$ cat src/rtl/clock_alarm_pkg.sv
// Shared types and constants for the clock/alarm slice: alarm FSM state,
// time field limits, reset values and the set-value legality check.
package clock_alarm_pkg;

   typedef enum logic [1:0] {
      ST_IDLE    = 2'd0,
      ST_RINGING = 2'd1,
      ST_ACKED   = 2'd2
   } alarm_state_e;

   localparam logic [5:0] MAX_SECS    = 6'd59;
   localparam logic [5:0] MAX_MINS    = 6'd59;
   localparam logic [3:0] MAX_HOURS   = 4'd12;

   // Power-on time 12:00:00 AM, power-on alarm 06:00 AM
   localparam logic [3:0] RST_HOURS   = 4'd12;
   localparam logic [5:0] RST_MINS    = 6'd0;
   localparam logic       RST_PM      = 1'b0;
   localparam logic [3:0] RST_A_HOURS = 4'd6;
   localparam logic [5:0] RST_A_MINS  = 6'd0;
   localparam logic       RST_A_PM    = 1'b0;

   // A set value is usable only if hours is 1..12 and minutes is 0..59
   function automatic logic set_is_legal(input logic [3:0] hours, input logic [5:0] mins);
      return (hours != 4'd0) && (hours <= MAX_HOURS) && (mins <= MAX_MINS);
   endfunction

endpackage

$ cat src/rtl/alarm_ctrl.sv
// Alarm sequencing: waits for a time match, rings until acknowledged or
// timed out, then stays quiet until the matching minute has passed.
module alarm_ctrl
   import clock_alarm_pkg::*;
#(
   parameter int ALARM_TIMEOUT_S = 60
) (
   input  logic clk,
   input  logic reset,
   input  logic match,
   input  logic tick,
   input  logic stop_alarm,
   input  logic alarm_en,
   output logic alarm
);

   localparam int CNT_W = $clog2(ALARM_TIMEOUT_S + 1);
   localparam logic [CNT_W-1:0] TIMEOUT_C = CNT_W'(ALARM_TIMEOUT_S);
   localparam logic [CNT_W-1:0] CNT_ZERO  = {CNT_W{1'b0}};
   localparam logic [CNT_W-1:0] CNT_ONE   = {{(CNT_W-1){1'b0}}, 1'b1};

   alarm_state_e     state_r;
   logic [CNT_W-1:0] ring_cnt_r;
   logic [CNT_W-1:0] ring_cnt_inc_s;
   logic             alarm_r;

   assign ring_cnt_inc_s = ring_cnt_r + CNT_ONE;

   // Alarm FSM with ring counter; alarm_r is set exactly when the next state is RINGING
   always_ff @(posedge clk or posedge reset) begin
      if (reset) begin
         state_r    <= ST_IDLE;
         ring_cnt_r <= CNT_ZERO;
         alarm_r    <= 1'b0;
      end else if (!alarm_en) begin
         // Disarming wins over everything and returns to a clean idle
         state_r    <= ST_IDLE;
         ring_cnt_r <= CNT_ZERO;
         alarm_r    <= 1'b0;
      end else begin
         case (state_r)
            ST_IDLE: begin
               ring_cnt_r <= CNT_ZERO;
               if (match) begin
                  state_r <= ST_RINGING;
                  alarm_r <= 1'b1;
               end else begin
                  state_r <= ST_IDLE;
                  alarm_r <= 1'b0;
               end
            end
            ST_RINGING: begin
               if (stop_alarm) begin
                  state_r <= ST_ACKED;
                  alarm_r <= 1'b0;
               end else if (tick) begin
                  ring_cnt_r <= ring_cnt_inc_s;
                  if (ring_cnt_inc_s >= TIMEOUT_C) begin
                     state_r <= ST_ACKED;
                     alarm_r <= 1'b0;
                  end else begin
                     state_r <= ST_RINGING;
                     alarm_r <= 1'b1;
                  end
               end else begin
                  state_r <= ST_RINGING;
                  alarm_r <= 1'b1;
               end
            end
            ST_ACKED: begin
               // Hold off until the matching minute is over so it cannot retrigger
               alarm_r <= 1'b0;
               if (!match) begin
                  state_r <= ST_IDLE;
               end else begin
                  state_r <= ST_ACKED;
               end
            end
            default: begin
               state_r    <= ST_IDLE;
               ring_cnt_r <= CNT_ZERO;
               alarm_r    <= 1'b0;
            end
         endcase
      end
   end

   assign alarm = alarm_r;

endmodule

$ cat src/rtl/time_keeper.sv
// 12-hour alarm clock: seconds/minutes/hours counter with AM/PM, loadable
// alarm register, display mux and the alarm sequencer.
module time_keeper
   import clock_alarm_pkg::*;
#(
   parameter int ALARM_TIMEOUT_S = 60
) (
   input  logic       clk,
   input  logic       reset,
   input  logic       one_sec_tick,
   input  logic       load_time,
   input  logic       load_alarm,
   input  logic [3:0] set_hours,
   input  logic [5:0] set_mins,
   input  logic       set_pm,
   input  logic       alarm_en,
   input  logic       stop_alarm,
   input  logic       show_alarm,
   output logic [3:0] hours_cur,
   output logic [5:0] mins_cur,
   output logic       pm,
   output logic       alarm
);

   logic [5:0] secs_r;
   logic [5:0] mins_r;
   logic [3:0] hours_r;
   logic       pm_r;
   logic [3:0] a_hours_r;
   logic [5:0] a_mins_r;
   logic       a_pm_r;
   logic       set_legal_s;
   logic       match_s;

   assign set_legal_s = set_is_legal(set_hours, set_mins);

   // Current time: a legal load beats a coincident tick; otherwise count seconds
   always_ff @(posedge clk or posedge reset) begin
      if (reset) begin
         secs_r  <= 6'd0;
         mins_r  <= RST_MINS;
         hours_r <= RST_HOURS;
         pm_r    <= RST_PM;
      end else if (load_time && set_legal_s) begin
         secs_r  <= 6'd0;
         mins_r  <= set_mins;
         hours_r <= set_hours;
         pm_r    <= set_pm;
      end else if (one_sec_tick) begin
         if (secs_r == MAX_SECS) begin
            secs_r <= 6'd0;
            if (mins_r == MAX_MINS) begin
               mins_r <= 6'd0;
               if (hours_r == MAX_HOURS) begin
                  hours_r <= 4'd1;
               end else begin
                  hours_r <= hours_r + 4'd1;
                  // 11:59:59 -> 12:00:00 is where AM and PM swap
                  if (hours_r == 4'd11) begin
                     pm_r <= ~pm_r;
                  end
               end
            end else begin
               mins_r <= mins_r + 6'd1;
            end
         end else begin
            secs_r <= secs_r + 6'd1;
         end
      end
   end

   // Alarm register: takes legal set values, otherwise holds
   always_ff @(posedge clk or posedge reset) begin
      if (reset) begin
         a_hours_r <= RST_A_HOURS;
         a_mins_r  <= RST_A_MINS;
         a_pm_r    <= RST_A_PM;
      end else if (load_alarm && set_legal_s) begin
         a_hours_r <= set_hours;
         a_mins_r  <= set_mins;
         a_pm_r    <= set_pm;
      end
   end

   assign match_s = alarm_en && (hours_r == a_hours_r) && (mins_r == a_mins_r) && (pm_r == a_pm_r);

   // Display source select between alarm setting and current time
   always_comb begin
      hours_cur = hours_r;
      mins_cur  = mins_r;
      pm        = pm_r;
      if (show_alarm) begin
         hours_cur = a_hours_r;
         mins_cur  = a_mins_r;
         pm        = a_pm_r;
      end else begin
         hours_cur = hours_r;
         mins_cur  = mins_r;
         pm        = pm_r;
      end
   end

   alarm_ctrl #(
      .ALARM_TIMEOUT_S(ALARM_TIMEOUT_S)
   ) u_alarm_ctrl (
      .clk       (clk),
      .reset     (reset),
      .match     (match_s),
      .tick      (one_sec_tick),
      .stop_alarm(stop_alarm),
      .alarm_en  (alarm_en),
      .alarm     (alarm)
   );

endmodule
$ cat config.mk
export PLATFORM = sky130hd
export DESIGN_NAME = time_keeper
export DESIGN_NICKNAME = d
export VERILOG_FILES = /design/src/rtl/clock_alarm_pkg.sv /design/src/rtl/alarm_ctrl.sv /design/src/rtl/time_keeper.sv
export SDC_FILE = /design/constraint.sdc
export NUM_CORES = 1
export LEC_CHECK = 0
export BUFFER_PORTS_ARGS = -buffer_cell sky130_fd_sc_hd__buf_4
export CAP_MARGIN = 20
export CORE_ASPECT_RATIO = 1.2
export CORE_UTILIZATION = 60
export DETAILED_ROUTE_END_ITERATION = 16
export PLACE_DENSITY = 0.83
export REMOVE_ABC_BUFFERS = 1
export SLEW_MARGIN = 0
export SYNTH_ARGS = -nofsm -noshare
export SYNTH_HDL_FRONTEND = slang
export SYNTH_SLANG_ARGS = --single-unit
$ cat constraint.sdc
create_clock -name clk -period 5.07 [get_ports clk]
set_clock_uncertainty 0.15 [all_clocks]
set_input_delay 0.7605 -clock clk [delete_from_list [all_inputs] [get_ports clk]]
set_output_delay 0.7605 -clock clk [all_outputs]
set_load 0.1 [all_outputs]
==> metrics.yaml <==
status: "completed"
htree_num_levels: 2
fin_tns_setup_ps: 0
drt_first_iter_violations: 82
arrival_ps: 1550
synth_top_area_share_pct: 38.7
dp_hpwl_um: 3240
syn_inst: 220
finalWirelength_um: 4430
num_antenna_cells: 0
numPlacedInstances: 280
critical-path-max-stage-delay_ps: 360
fp.dieW_um: 56.4
cp.required_ps: 4160
cts.sinks: 37
worstPathCellList: "buf_4 -> mux2_2 -> buf_4"
grt_busiest_layer: "met2"
track_usage_pct: 26.4
synth-async-reset-ratio_pct: 100
comb_power_share_pct: 31.5
grt_overflow: 0
dieHeight_um: 67.3
placed_area_um2: 2370
final_cell_mix: "33 x dfrtp_1, 31 x buf_4, 20 x nand2_1, 14 x nor2_1, 12 x xnor2_1"
cts_tree: "done"
firstDrtPassIters: 4
routed_via_density: 6.05
rows: 23
cts_setup_buffers: 0
netSwitchingFraction_pct: 37.5
root_buffer: "clkbuf_8"
use_met1_pct: 33.0
worstSetupPathType: "input port to output port"
finalNonFillerCells: 288
synth_area_um2: 2130
crit_family: "buffers and inverters"
path_max_fanout: 13
antenna_found_initial: 0
cts_buffer_depth: 2
p_leak_uw: 0.00105
place.gp.congestion: 0.875
worst_pin_slew_ps: 501
num_io_pins: 31
grt_pass1_vias: 1657
cp_common_cell: "buf_4"
final_area_um2: 2470
start_util_pct: 63.3
finalSetupViolCount: 0
ir_drop_mv: 0.318
grt_pass1_wl_um: 7570
wl_per_cell_um: 15.4
antenna_left: 0
die-area_um2: 3800
cts_made_buffers: 5
worst-path-stages: 3
path_clk_slew_ps: 70
drv_cap: 0
clk_latency_ps: 290
max_freq_mhz: 407
yosysSeqAreaShare_pct: 43.7
clkPwrFrac_pct: 26.1
cts_hold_buf: 0
reg2reg_depth: 6
use_met3_pct: 6.13
synth_cell_type_count: 44
hp-class: "flop to flop"
yosys_warnings: 0
cp-end-kind: "output port"
use_met2_pct: 45.4
fin_crit_ps: 2460
synth-main-ff-cell: "dfrtp_1"
grt_max_degree: 38
powerDensity_nw_per_um2: 349
final_common_cell: "dfrtp_1"
avgSynthCellArea_um2: 9.69
hold_viol: 0
setup.worst_path.start_class: "input port"
p_int_uw: 540
post-route-drc-count: 0
num_vias: 1743
syn_to_final_growth_pct: 16.1
hold_depth: 1
critPathSlowestCell: "mux2_2"
seqPwrFrac_pct: 42.5
yosysTopAreaCell: "dfrtp_1"
fin_crit_sh_pct: 48.5
drive_above_1_share_pct: 22.7
io_buffer_count: 30
slew_viol_final: 0
core-area_um2: 3370
synth_area_leaders: "dfrtp_1 39%, mux2_1 5.8%, mux2_2 5.3%, dfstp_2 4.9%, xnor2_1 4.9%"
relSlewSlack_pct: 66.6
cp_num_buf_inv: 2
nets: 274
rsz0062_at_grt: "false"
synth_edf_count: 0
power.switching_uw: 325
cts_resized: 0
synth-seq-cells: 37
[sequential cells by signal, indices dropped and copies added, names as in the netlist]
register,cells
a_hours_r,4
a_mins_r,6
a_pm_r,1
hours_r,4
mins_r,6
pm_r,1
secs_r,6
u_alarm_ctrl.alarm,1
u_alarm_ctrl.ring_cnt_r,6
u_alarm_ctrl.state_r,2
[worst paths after layout]
| path | from | end | slack, ps |
|---|---|---|---|
| min in group asynchronous | reset | secs_r[1]$_DFFE_PP0P_ | 420 |
| max reg2reg | mins_r[0]$_DFFE_PP0P_ | pm_r$_DFFE_PP0P_ | 2900 |
| max | show_alarm | mins_cur[2] | 2610 |
| min | u_alarm_ctrl.ring_cnt_r[5]$_DFFE_PP0P_ | u_alarm_ctrl.ring_cnt_r[5]$_DFFE_PP0P_ | 350 |
| min reg2reg | u_alarm_ctrl.ring_cnt_r[5]$_DFFE_PP0P_ | u_alarm_ctrl.ring_cnt_r[5]$_DFFE_PP0P_ | 350 |
| max in group asynchronous | reset | hours_r[3]$_DFFE_PP1P_ | 4000 |
[routing by layer]
| layer | part of all wire [%] | routed length [um] |
|---|---|---|
| met1 | 46 | 2040 |
| met4 | 1.7 | 74 |
| met3 | 3.0 | 135 |
| met5 | 0 | 0 |
| met2 | 49 | 2180 |
[cells by family (layout without fill, tap and decap cells)]
kind of cell,Yosys count,in the layout,share of synthesized area (%)
compound gates,48,48,13.2
mux,23,23,12.0
fa+ha+maj,5,5,2.93
flops,37,37,43.7
simple gates,82,82,20.4
buf+inv,12,43,2.46
xor+xnor,13,13,5.34
[worst reg2reg max path: cells and delay by family, from the launching register on]
family,cells,cell delay (ps)
compound gates,1,160
fa+ha+maj,1,240
flops,1,450
simple gates,4,1090
[power groups by stage]
stage / clock network, uW / registers (uW) / logic [uW]
global route: 241 / 371 / 290
CTS: 231 / 366 / 273
global placement: 0 / 369 / 267
floorplan: 0 / 361 / 214
finish: 225 / 367 / 272
detailed placement: 0 / 372 / 271
[cell usage after synthesis, drive strengths merged, types with 2 or more instances]
cell / n
a21oi: 11
a31oi: 8
and3: 3
buf: 4
clkbuf: 4
dfrtp: 33
dfstp: 4
ha: 5
inv: 4
mux2: 21
mux2i: 2
nand2: 21
nand3: 8
nand4: 7
nand4b: 2
nor2: 15
nor2b: 7
nor3: 4
nor3b: 2
o211ai: 2
o21a: 3
o21ai: 18
o31ai: 2
or3: 3
or4: 2
xnor2: 12
[cell type report]
| cell class | count | area (um^2) |
|---|---|---|
| Sequential cell | 37 | 931 |
| Clock inverter | 1 | 5.00 |
| Fill cell | 264 | 892 |
| Clock buffer | 7 | 96.3 |
| Multi-Input combinational cell | 171 | 1150 |
| Inverter | 4 | 15.0 |
| Timing Repair Buffer | 31 | 233 |
| Tap cell | 37 | 46.3 |
[per-stage QoR]
step,power (uW),util [%],setup WS [ps],hold slack (ps)
global route,903,73.5,2590,360
finish,865,73.5,2610,346
floorplan,575,-,1300,301
global placement,637,70.5,2460,319
CTS,870,73.5,2610,344
detailed placement,643,70.5,2440,334
No activity file was read; power rests on OpenSTA's default activity.
